## src/rtl/lca_pkg.sv

```systemverilog
// lca_pkg: shared constants and types for the LM/SM micro-op sequencer.
//   OP_LM / OP_SM : opcodes found in ir[15:12]
//   NOP_IR        : instruction presented on new_ir while nothing is expanded
//   seq_state_e   : sequencer FSM state encoding
//   build_uop     : packs one single-register micro-op
package lca_pkg;

  localparam logic [3:0]  OP_LM  = 4'b0110;
  localparam logic [3:0]  OP_SM  = 4'b0111;
  localparam logic [15:0] NOP_IR = 16'hF000;

  typedef enum logic [0:0] {
    ST_IDLE   = 1'b0,
    ST_EXPAND = 1'b1
  } seq_state_e;

  // Micro-op layout: {op, base reg, transfer reg, 4'b0000, last, first}.
  function automatic logic [15:0] build_uop(
    input logic [3:0] op,
    input logic [2:0] ra,
    input logic [2:0] idx,
    input logic       last,
    input logic       first
  );
    return {op, ra, idx, 4'b0000, last, first};
  endfunction

endpackage

```

## src/rtl/lowest_set_bit8.sv

```systemverilog
// lowest_set_bit8: combinational priority encoder, lowest index wins.
// Ports:
//   mask  in  8  bit vector to scan
//   idx   out 3  index of the lowest set bit (0 when mask is zero)
//   zero  out 1  mask has no bit set
module lowest_set_bit8 (
  input  logic [7:0] mask,
  output logic [2:0] idx,
  output logic       zero
);

  // Priority scan from bit 0 upward.
  always_comb begin
    idx  = 3'd0;
    zero = (mask == 8'h00);
    casez (mask)
      8'b???????1: idx = 3'd0;
      8'b??????10: idx = 3'd1;
      8'b?????100: idx = 3'd2;
      8'b????1000: idx = 3'd3;
      8'b???10000: idx = 3'd4;
      8'b??100000: idx = 3'd5;
      8'b?1000000: idx = 3'd6;
      8'b10000000: idx = 3'd7;
      default:     idx = 3'd0;
    endcase
  end

endmodule

```

## src/rtl/lm_sm_sequencer.sv

```systemverilog
// lm_sm_sequencer: expands an LM/SM instruction sitting in IF/ID into one
// single-register micro-op per set mask bit (lowest register first) while
// freezing the PC.
// Ports:
//   clk, reset      clock and synchronous active-high reset
//   ir_in, ir_valid instruction in IF/ID and its valid flag
//   stall, flush    hazard hold and taken-branch abort
//   new_ir          micro-op to load into IF/ID when ir_load_mux=1
//   ir_load_mux     select new_ir over the fetched instruction
//   first_multiple  current micro-op is the first of its sequence
//   pc_write        PC update enable
//   busy            sequencer is expanding
module lm_sm_sequencer
  import lca_pkg::*;
#(
  parameter int MASK_W = 8,
  parameter int IR_W   = 16
) (
  input  logic            clk,
  input  logic            reset,
  input  logic [IR_W-1:0] ir_in,
  input  logic            ir_valid,
  input  logic            stall,
  input  logic            flush,
  output logic [IR_W-1:0] new_ir,
  output logic            ir_load_mux,
  output logic            first_multiple,
  output logic            pc_write,
  output logic            busy
);

  seq_state_e        state_r;
  seq_state_e        state_nxt_s;
  logic [MASK_W-1:0] mask_r;
  logic [3:0]        op_r;
  logic [2:0]        ra_r;
  logic              first_r;

  logic [3:0]        opcode_s;
  logic              is_multi_s;
  logic              start_s;
  logic              busy_s;
  logic [2:0]        idx_s;
  logic              mask_zero_s;
  logic [MASK_W-1:0] mask_next_s;
  logic              last_s;
  logic              unused_ir_bit_s;

  assign opcode_s   = ir_in[15:12];
  assign is_multi_s = (opcode_s == OP_LM) || (opcode_s == OP_SM);
  assign start_s    = (state_r == ST_IDLE) && ir_valid && is_multi_s &&
                      (ir_in[MASK_W-1:0] != {MASK_W{1'b0}}) && !stall && !flush;
  assign busy_s     = (state_r == ST_EXPAND);

  // Bit 8 of an LM/SM has no meaning to the sequencer.
  assign unused_ir_bit_s = ir_in[8];

  lowest_set_bit8 u_lsb (
    .mask (mask_r),
    .idx  (idx_s),
    .zero (mask_zero_s)
  );

  // x & (x-1) clears exactly the lowest set bit, i.e. bit idx_s.
  assign mask_next_s = mask_r & (mask_r - {{(MASK_W-1){1'b0}}, 1'b1});
  assign last_s      = (mask_next_s == {MASK_W{1'b0}});

  // FSM next-state selection; flush wins over stall and advance.
  always_comb begin
    state_nxt_s = state_r;
    case (state_r)
      ST_IDLE: begin
        if (start_s) begin
          state_nxt_s = ST_EXPAND;
        end else begin
          state_nxt_s = ST_IDLE;
        end
      end
      ST_EXPAND: begin
        if (flush) begin
          state_nxt_s = ST_IDLE;
        end else if (mask_zero_s) begin
          // Empty mask while expanding cannot occur normally; recover to IDLE.
          state_nxt_s = ST_IDLE;
        end else if (stall) begin
          state_nxt_s = ST_EXPAND;
        end else if (last_s) begin
          state_nxt_s = ST_IDLE;
        end else begin
          state_nxt_s = ST_EXPAND;
        end
      end
      default: state_nxt_s = ST_IDLE;
    endcase
  end

  // State, mask and captured instruction fields.
  always_ff @(posedge clk) begin
    if (reset) begin
      state_r <= ST_IDLE;
      mask_r  <= {MASK_W{1'b0}};
      op_r    <= 4'd0;
      ra_r    <= 3'd0;
      first_r <= 1'b0;
    end else if (flush) begin
      state_r <= ST_IDLE;
      mask_r  <= {MASK_W{1'b0}};
      first_r <= 1'b0;
    end else begin
      state_r <= state_nxt_s;
      if (start_s) begin
        op_r    <= opcode_s;
        ra_r    <= ir_in[11:9];
        mask_r  <= ir_in[MASK_W-1:0];
        first_r <= 1'b1;
      end else if (busy_s && !stall) begin
        mask_r  <= mask_next_s;
        first_r <= 1'b0;
      end else begin
        mask_r  <= mask_r;
        first_r <= first_r;
      end
    end
  end

  // Output decode from current state and inputs.
  always_comb begin
    new_ir         = NOP_IR;
    ir_load_mux    = busy_s;
    busy           = busy_s;
    first_multiple = busy_s & first_r;
    pc_write       = !(start_s | (busy_s & !last_s)) & !stall;
    if (busy_s && !mask_zero_s) begin
      new_ir = build_uop(op_r, ra_r, idx_s, last_s, first_r);
    end else begin
      new_ir = NOP_IR;
    end
  end

endmodule

```

## config.mk

```make
export PLATFORM = sky130hd
export DESIGN_NAME = lm_sm_sequencer
export DESIGN_NICKNAME = d
export VERILOG_FILES = /design/src/rtl/lca_pkg.sv /design/src/rtl/lowest_set_bit8.sv /design/src/rtl/lm_sm_sequencer.sv
export SDC_FILE = /design/constraint.sdc
export NUM_CORES = 1
export LEC_CHECK = 0
export ABC_AREA = 1
export BUFFER_PORTS_ARGS = -buffer_cell sky130_fd_sc_hd__buf_4
export CAP_MARGIN = 15
export CORE_AREA = 2 2 48 50
export CTS_BUF_LIST = sky130_fd_sc_hd__clkbuf_4
export DETAILED_ROUTE_END_ITERATION = 7
export DIE_AREA = 0 0 50 52
export MAX_ROUTING_LAYER = met4
export PLACE_DENSITY = 0.84
export SLEW_MARGIN = 20
export SYNTH_ARGS = -nofsm -noshare
export SYNTH_HDL_FRONTEND = slang
export SYNTH_SLANG_ARGS = --single-unit
```

## constraint.sdc

```tcl
create_clock -name clk -period 2.65 [get_ports clk]
set_clock_uncertainty 0.2 [all_clocks]
set_input_delay 0.265 -clock clk [delete_from_list [all_inputs] [get_ports clk]]
set_output_delay 0.265 -clock clk [all_outputs]
set_load 0.005 [all_outputs]
```

==> results of run 1 <==
==> critical path, stage by stage (launching register included) <==
cell and delay [ns]:
dfxtp_1 0.45, nor2_4 0.10, nand3_2 0.11, inv_2 0.05, a21oi_4 0.20, inv_2 0.11, or2_1 0.22, buf_4 0.14
==> power by group through the flow <==
stage / Sequential [W] / Clock, W / Combinational [W]
2_1_floorplan: 0.000264 / 0 / 0.0000240
3_3_place_gp: 0.000264 / 0 / 0.0000469
3_5_place_dp: 0.000264 / 0 / 0.0000485
4_1_cts: 0.000258 / 0.000141 / 0.0000497
5_1_grt: 0.000258 / 0.000149 / 0.0000553
6_report: 0.000258 / 0.000143 / 0.0000498
==> flip-flops by register name, indices dropped and copies added (netlist names) <==
register,cells
op_r,4
mask_r,8
first_r,1
ra_r,3
busy,1
==> cells in the final DEF, fill, tap and decap left out, drive strengths merged, types with 4 or more instances in the layout <==
master  Yosys  final
buf         7     35
nand2      31     31
nor2       28     28
inv        26     26
dfxtp      17     17
a21oi      13     13
o21ai      10     10
a31oi       4      4
conb        1      4
nand3       4      4
==> final timing paths <==
check	to	slack [ns]	cells after the start
max reg2reg	mask_r[6]	0.91	7
min	op_r[0]	-0.001	3
max	new_ir[12]	0.50	7
min reg2reg	op_r[3]	0.25	2
==> cell families (layout without fill, tap and decap cells) <==
kind of cell / count (synthesis) / count (layout) / share of synthesized area (%)
simple gates: 68 / 68 / 30.89
buf+inv: 33 / 66 / 15.63
compound gates: 32 / 32 / 19.35
flops: 17 / 17 / 33.75
other cells: 1 / 4 / 0.3719
==> final cells by class <==
type | instances | area (sq um)
Multi-Input combinational cell | 104 | 521.8
Clock buffer | 3 | 22.52
Inverter | 26 | 97.59
Tap cell | 28 | 35.03
Clock inverter | 1 | 5.005
Sequential cell | 17 | 340.3
Fill cell | 194 | 810.8
Timing Repair Buffer | 36 | 272.8
==> metal layers <==
| layer | vias up | share of wire [%] |
|---|---|---|
| met5 | - | 0 |
| met4 | 0 | 2.0 |
| met3 | 7 | 5.1 |
| met2 | 44 | 49 |
| met1 | 459 | 44 |
| li1 | 545 | - |
==> metrics by stage <==
stage	instance area (sq um)	util (%)
floorplan	1020	-
global placement	1257	59.71
detailed placement	1257	59.71
CTS	1295	61.50
global route	1295	61.50
finish	1295	61.50
==> run metrics, run 1 <==
Initial Util between 40% and 50%; Peak VDD IR 0.2509 mV; Clk Tree Root Cell clkbuf_4; Syn Std Cell Area roughly 1000 sq um; run status finished, violations left; Critical Path Fanout Max 7; first-pass GRT wire length 3884 um; Yosys top cell area share about a third; clock latency on the worst-skew pair approximately 0.3 ns; number of global-route vias before repair about 1000; Die X-Extent around 50 um; Yosys cell types 27; # nets final around 210; cts hold-fix bufs 1; wire per inst around 11 um; setup ws final a little under 0.5 ns; Int Pwr ~0.00034 W; IO Count 41; initial antenna violation count 0; met2 Usage GRT roughly a third; Clock power frac approximately a third; # H-tree levels 1; NetSw approximately 0.00011 W; Critical Path Sink Type primary output; GR peak layer met2; Hold Crit Start ir_in[12]; GP Congestion about 0.85; Via Count approximately 1100; total power around 0.00045 W; Max Buffers Root-to-Sink 2; crit path time final 2.153 ns; Ys Warns 0; dominant cells by area after synthesis dfxtp_1, nand2_1, nor2_1; clock transition at the registers of the reported paths 0.10 ns; Avg Vias per Cell between 4 and 5; hpwl dp 1909 um; Hold Fails Final Rpt 1; failing checks negative hold slack; DIE AREA 2600 sq um; Antenna Cells 0; post-CTS sizing 0; Crit path arrival time around 1.7 ns; pre-CTS WS slightly above 0.8 ns; # port buffers 35; f_max ~460 MHz; CTS tree yes; sequential fraction of the synthesis area between 30% and 40%; ys async rst share 0%; PD cells between 300 and 400 nW/um^2; share of layout cells above drive strength 1 around 33%; Comb power frac between 10% and 20%; LEAKAGE 0.5992 nW; CTS Sinks 17; Post-CTS Setup Inserts 0; Final ANT Viol Nets 0; ys flop type dfxtp_1; synthesized area per cell between 6 and 7 sq um; initial DRC count 28; DRC 0; post-placement cell count between 200 and 250; count leader, synth nand2_1; drt total wl ~2400 um; HP Class in2reg; crit start category register; launching point of the worst reg2reg path busy; Switching Fraction 24.49%; DR pass1 iterations 4; worst hold slack -0.001191 ns; largest net degree at the start of global routing 22; Worst Setup Path Type reg2out; Max Cap Viol 0; Layout Area Growth over Synthesis 28.41%; setup_tns 0 ns; Post-synth EDFFs 0; Yosys reg bits 17; Critical Path RT ~2.2 ns; fin crit share between 80% and 90%; total CTS buffers 3; synth cell count leaders nand2_1, nor2_1, inv_1; row cnt 17; met3 Usage GRT 2.299%; Synth Instances approximately 150; Setup-failing EPs final 0; die height approximately 52 um; core area 2106 sq um; post-synth top area cell dfxtp_1; fin. max-slew vios 0; total track usage 19.61%; share of power burned in registers 57.3%; unrepaired setup endpoints after global routing no; final cell count without fillers 215; grt total ovfl 0; Global Route met1 Usage about 22%; Setup crit start mask_r[0]
(Power assumes the default switching activity.)
==> run 2, diff against run 1 <==
Settings changed: CORE_AREA 2 2 48 50 to 2 2 51 53, DIE_AREA 0 0 50 52 to 0 0 53 55, PLACE_DENSITY 0.84 to 0.78.
Clock period 2.65 ns to 1.7 ns, I/O delays scaled along.
==> run 2 against run 1 <==
The run ends with negative setup slack left. Power up 65%. Combinational power up 120%. Non-clock buffer count up 26. Critical path depth up 1. Core utilization up 7.8 points. First-iteration DRC count up 46%. Final cell count up 13%. Register-to-register slack worse by 0.83 ns. Clock-buffer cell count up 1. Highest routed layer unchanged.
==> run metrics, run 2 (synthesis results as in run 1) <==
run status finished, violations left; failing checks negative setup slack; largest net degree at the start of global routing 16 (-27%); Peak VDD IR 0.3702 mV (+48%); GP Congestion 0.8593 (+1.5%); Via Count 1172 (+11%); crit start category register; Hold Fails Final Rpt 0 (-1); clock latency on the worst-skew pair 0.28 ns (-0.02 ns); pre-CTS WS 0.02102 ns (-0.7873 ns); met2 Usage GRT 41.88% (+8.1 points); most frequent CP cell nor2_2; unrepaired setup endpoints after global routing yes; Crit path arrival time 1.59 ns (-0.10 ns); Worst Setup Path Type reg2out; total placed instance area 1282 sq um (+2.0%); Max Cap Viol 0 (unchanged); # nets final 235 (+12%); DR pass1 iterations 5 (+1); fin area 1638 sq um (+26%); crit path buf inv count 1 (-2); GR peak layer met2; first-pass GRT wire length 4367 um (+12%); fin crit share 115.4%; Antenna Cells 0 (unchanged); Final ANT Viol Nets 0 (unchanged); top flop regs mask_r: 8 flops, op_r: 4 flops, ra_r: 3 flops; fin. max-slew vios 0 (unchanged); CTS Sinks 17 (unchanged); total track usage 21.11% (+1.5 points); die height 55 um (+5.8%); final cell count without fillers 243 (+13%); met3 Usage GRT 1.882% (-0.42 points); Critical Path Fanout Max 7 (unchanged); number of global-route vias before repair 1047 (+4.9%); share of layout cells above drive strength 1 44.13% (+12 points); grt total ovfl 0 (unchanged); CP max-delay cell dfxtp_4; most flop-heavy register mask_r; max FFs per register 8 (unchanged); CP cell instances nor2_4 > nand2_2 > nor2_2 > nor2_1 > nor2_2 > nand3_2 > a21oi_2 > buf_4; PD cells 452.9 nW/um^2 (+30%); Layout Area Growth over Synthesis 62.41%; crit path time final around 2 ns; row cnt 18 (+1); IO Count 41 (unchanged); Avg Vias per Cell 4.823 (-1.7%); setup ws final -0.2623 ns (-0.7589 ns); Global Route met1 Usage 21.64% (-0.82 points); f_max 509.6 MHz; initial DRC count 41 (+46%); Clk Tree Root Cell clkbuf_4; post-placement cell count 215 (+2.4%); # H-tree levels 1 (unchanged); Critical Path Sink Type primary output; Critical Path RT 1.33 ns (-0.85 ns); Worst path max stage delay 0.38 ns (-0.07 ns); wire per inst 12.01 um (+9.0%); hpwl dp 1916 um (+0.35%); DRC 0 (unchanged); most frequent cells in the layout buf_4, nand2_1, inv_1, nor2_1, dlygate4sd3_1; total CTS buffers 3 (unchanged); Die X-Extent 53 um (+6.0%); Setup-failing EPs final 13 (+13); clock transition at the registers of the reported paths 0.10 ns (about the same); core area 2365 sq um (+12%); Max Buffers Root-to-Sink 2 (unchanged); DIE AREA 2915 sq um (+12%); Layout fillers 194 (unchanged); CTS tree yes; initial antenna violation count 0 (unchanged); Initial Util 42.65% (-5.2 points); cell family with most CP delay simple AND/OR/NAND/NOR gates; # port buffers 35 (unchanged); drt total wl 2919 um (+23%); HP Class in2reg; LEAKAGE 0.7528 nW (+26%); most common cell after layout, fill and taps aside buf_4
-- run 2: cell types whose count changed in the layout (fill, tap and decap cells not counted), sizes merged --
| cell | change |
|---|---|
| clkbuf | +1 |
| buf | +13 |
| dlygate4sd3 | +13 |
| clkinv | -1 |
-- run 2: final timing paths --
path	from	to	slack, ns	cells after the start
hold reg to reg	op_r[3]	op_r[3]	0.29	2
setup / recovery	mask_r[0]	pc_write	-0.26	8
setup reg to reg	mask_r[0]	busy	0.08	9
hold / removal	stall	mask_r[6]	0.01	4
-- run 2: cell type report --
cell class,count,area [sq um],area share (%)
flip-flops and latches,17,354.1,21.62
inverters,26,100.1,6.112
clock buffers,4,30.03,1.833
multi-input cells,104,589.3,35.98
well taps,30,37.54,2.292
repair buffers,62,526.8,32.16
-- run 2: per-stage QoR --
stage          util [%]  TNS (ns)  total power (W)  hold WS (ns)
2_1_floorplan         -         0        0.0004484       0.03907
3_3_place_gp      54.23         0        0.0004858        0.1696
3_5_place_dp      54.23         0        0.0004876        0.1711
4_1_cts           65.98    -1.455        0.0007409       0.01131
5_1_grt           69.26    -2.980        0.0007723       0.02251
6_report          69.26    -1.943        0.0007417       0.01500
-- run 2: power by group --
part	switching, W	total [W]	internal [W]
sequential	0.00000157	0.000399	0.000398
combinational	0.0000448	0.000112	0.0000674
clock	0.000123	0.000230	0.000107
total	0.000170	0.000742	0.000572
-- run 2: worst reg2reg max path, stage by stage (launching register included) --
cell and delay (ns):
dfxtp_4 0.38, nor2_4 0.20, nand2_2 0.11, nor2_2 0.10, nor2_1 0.07, nor2_2 0.13, nand3_2 0.10, buf_4 0.14
nand2_1 0.05, a21oi_1 0.05
-- run 2: what timing repair did --
item,CTS,global route
hold buffers,14,0
endpoints found under the hold margin,15,0
setup endpoints to repair,12,22
pin swaps,5,12
resized for setup,24,11
setup buffers,5,6
-- run 2: layer usage --
| layer | vias up | part of all wire, % | routed length, um |
|---|---|---|---|
| met4 | 0 | 0.82 | 24 |
| met1 | 530 | 39 | 1134 |
| li1 | 595 | - | - |
| met2 | 43 | 54 | 1581 |
| met5 | - | 0 | 0 |
| met3 | 4 | 6.1 | 178 |
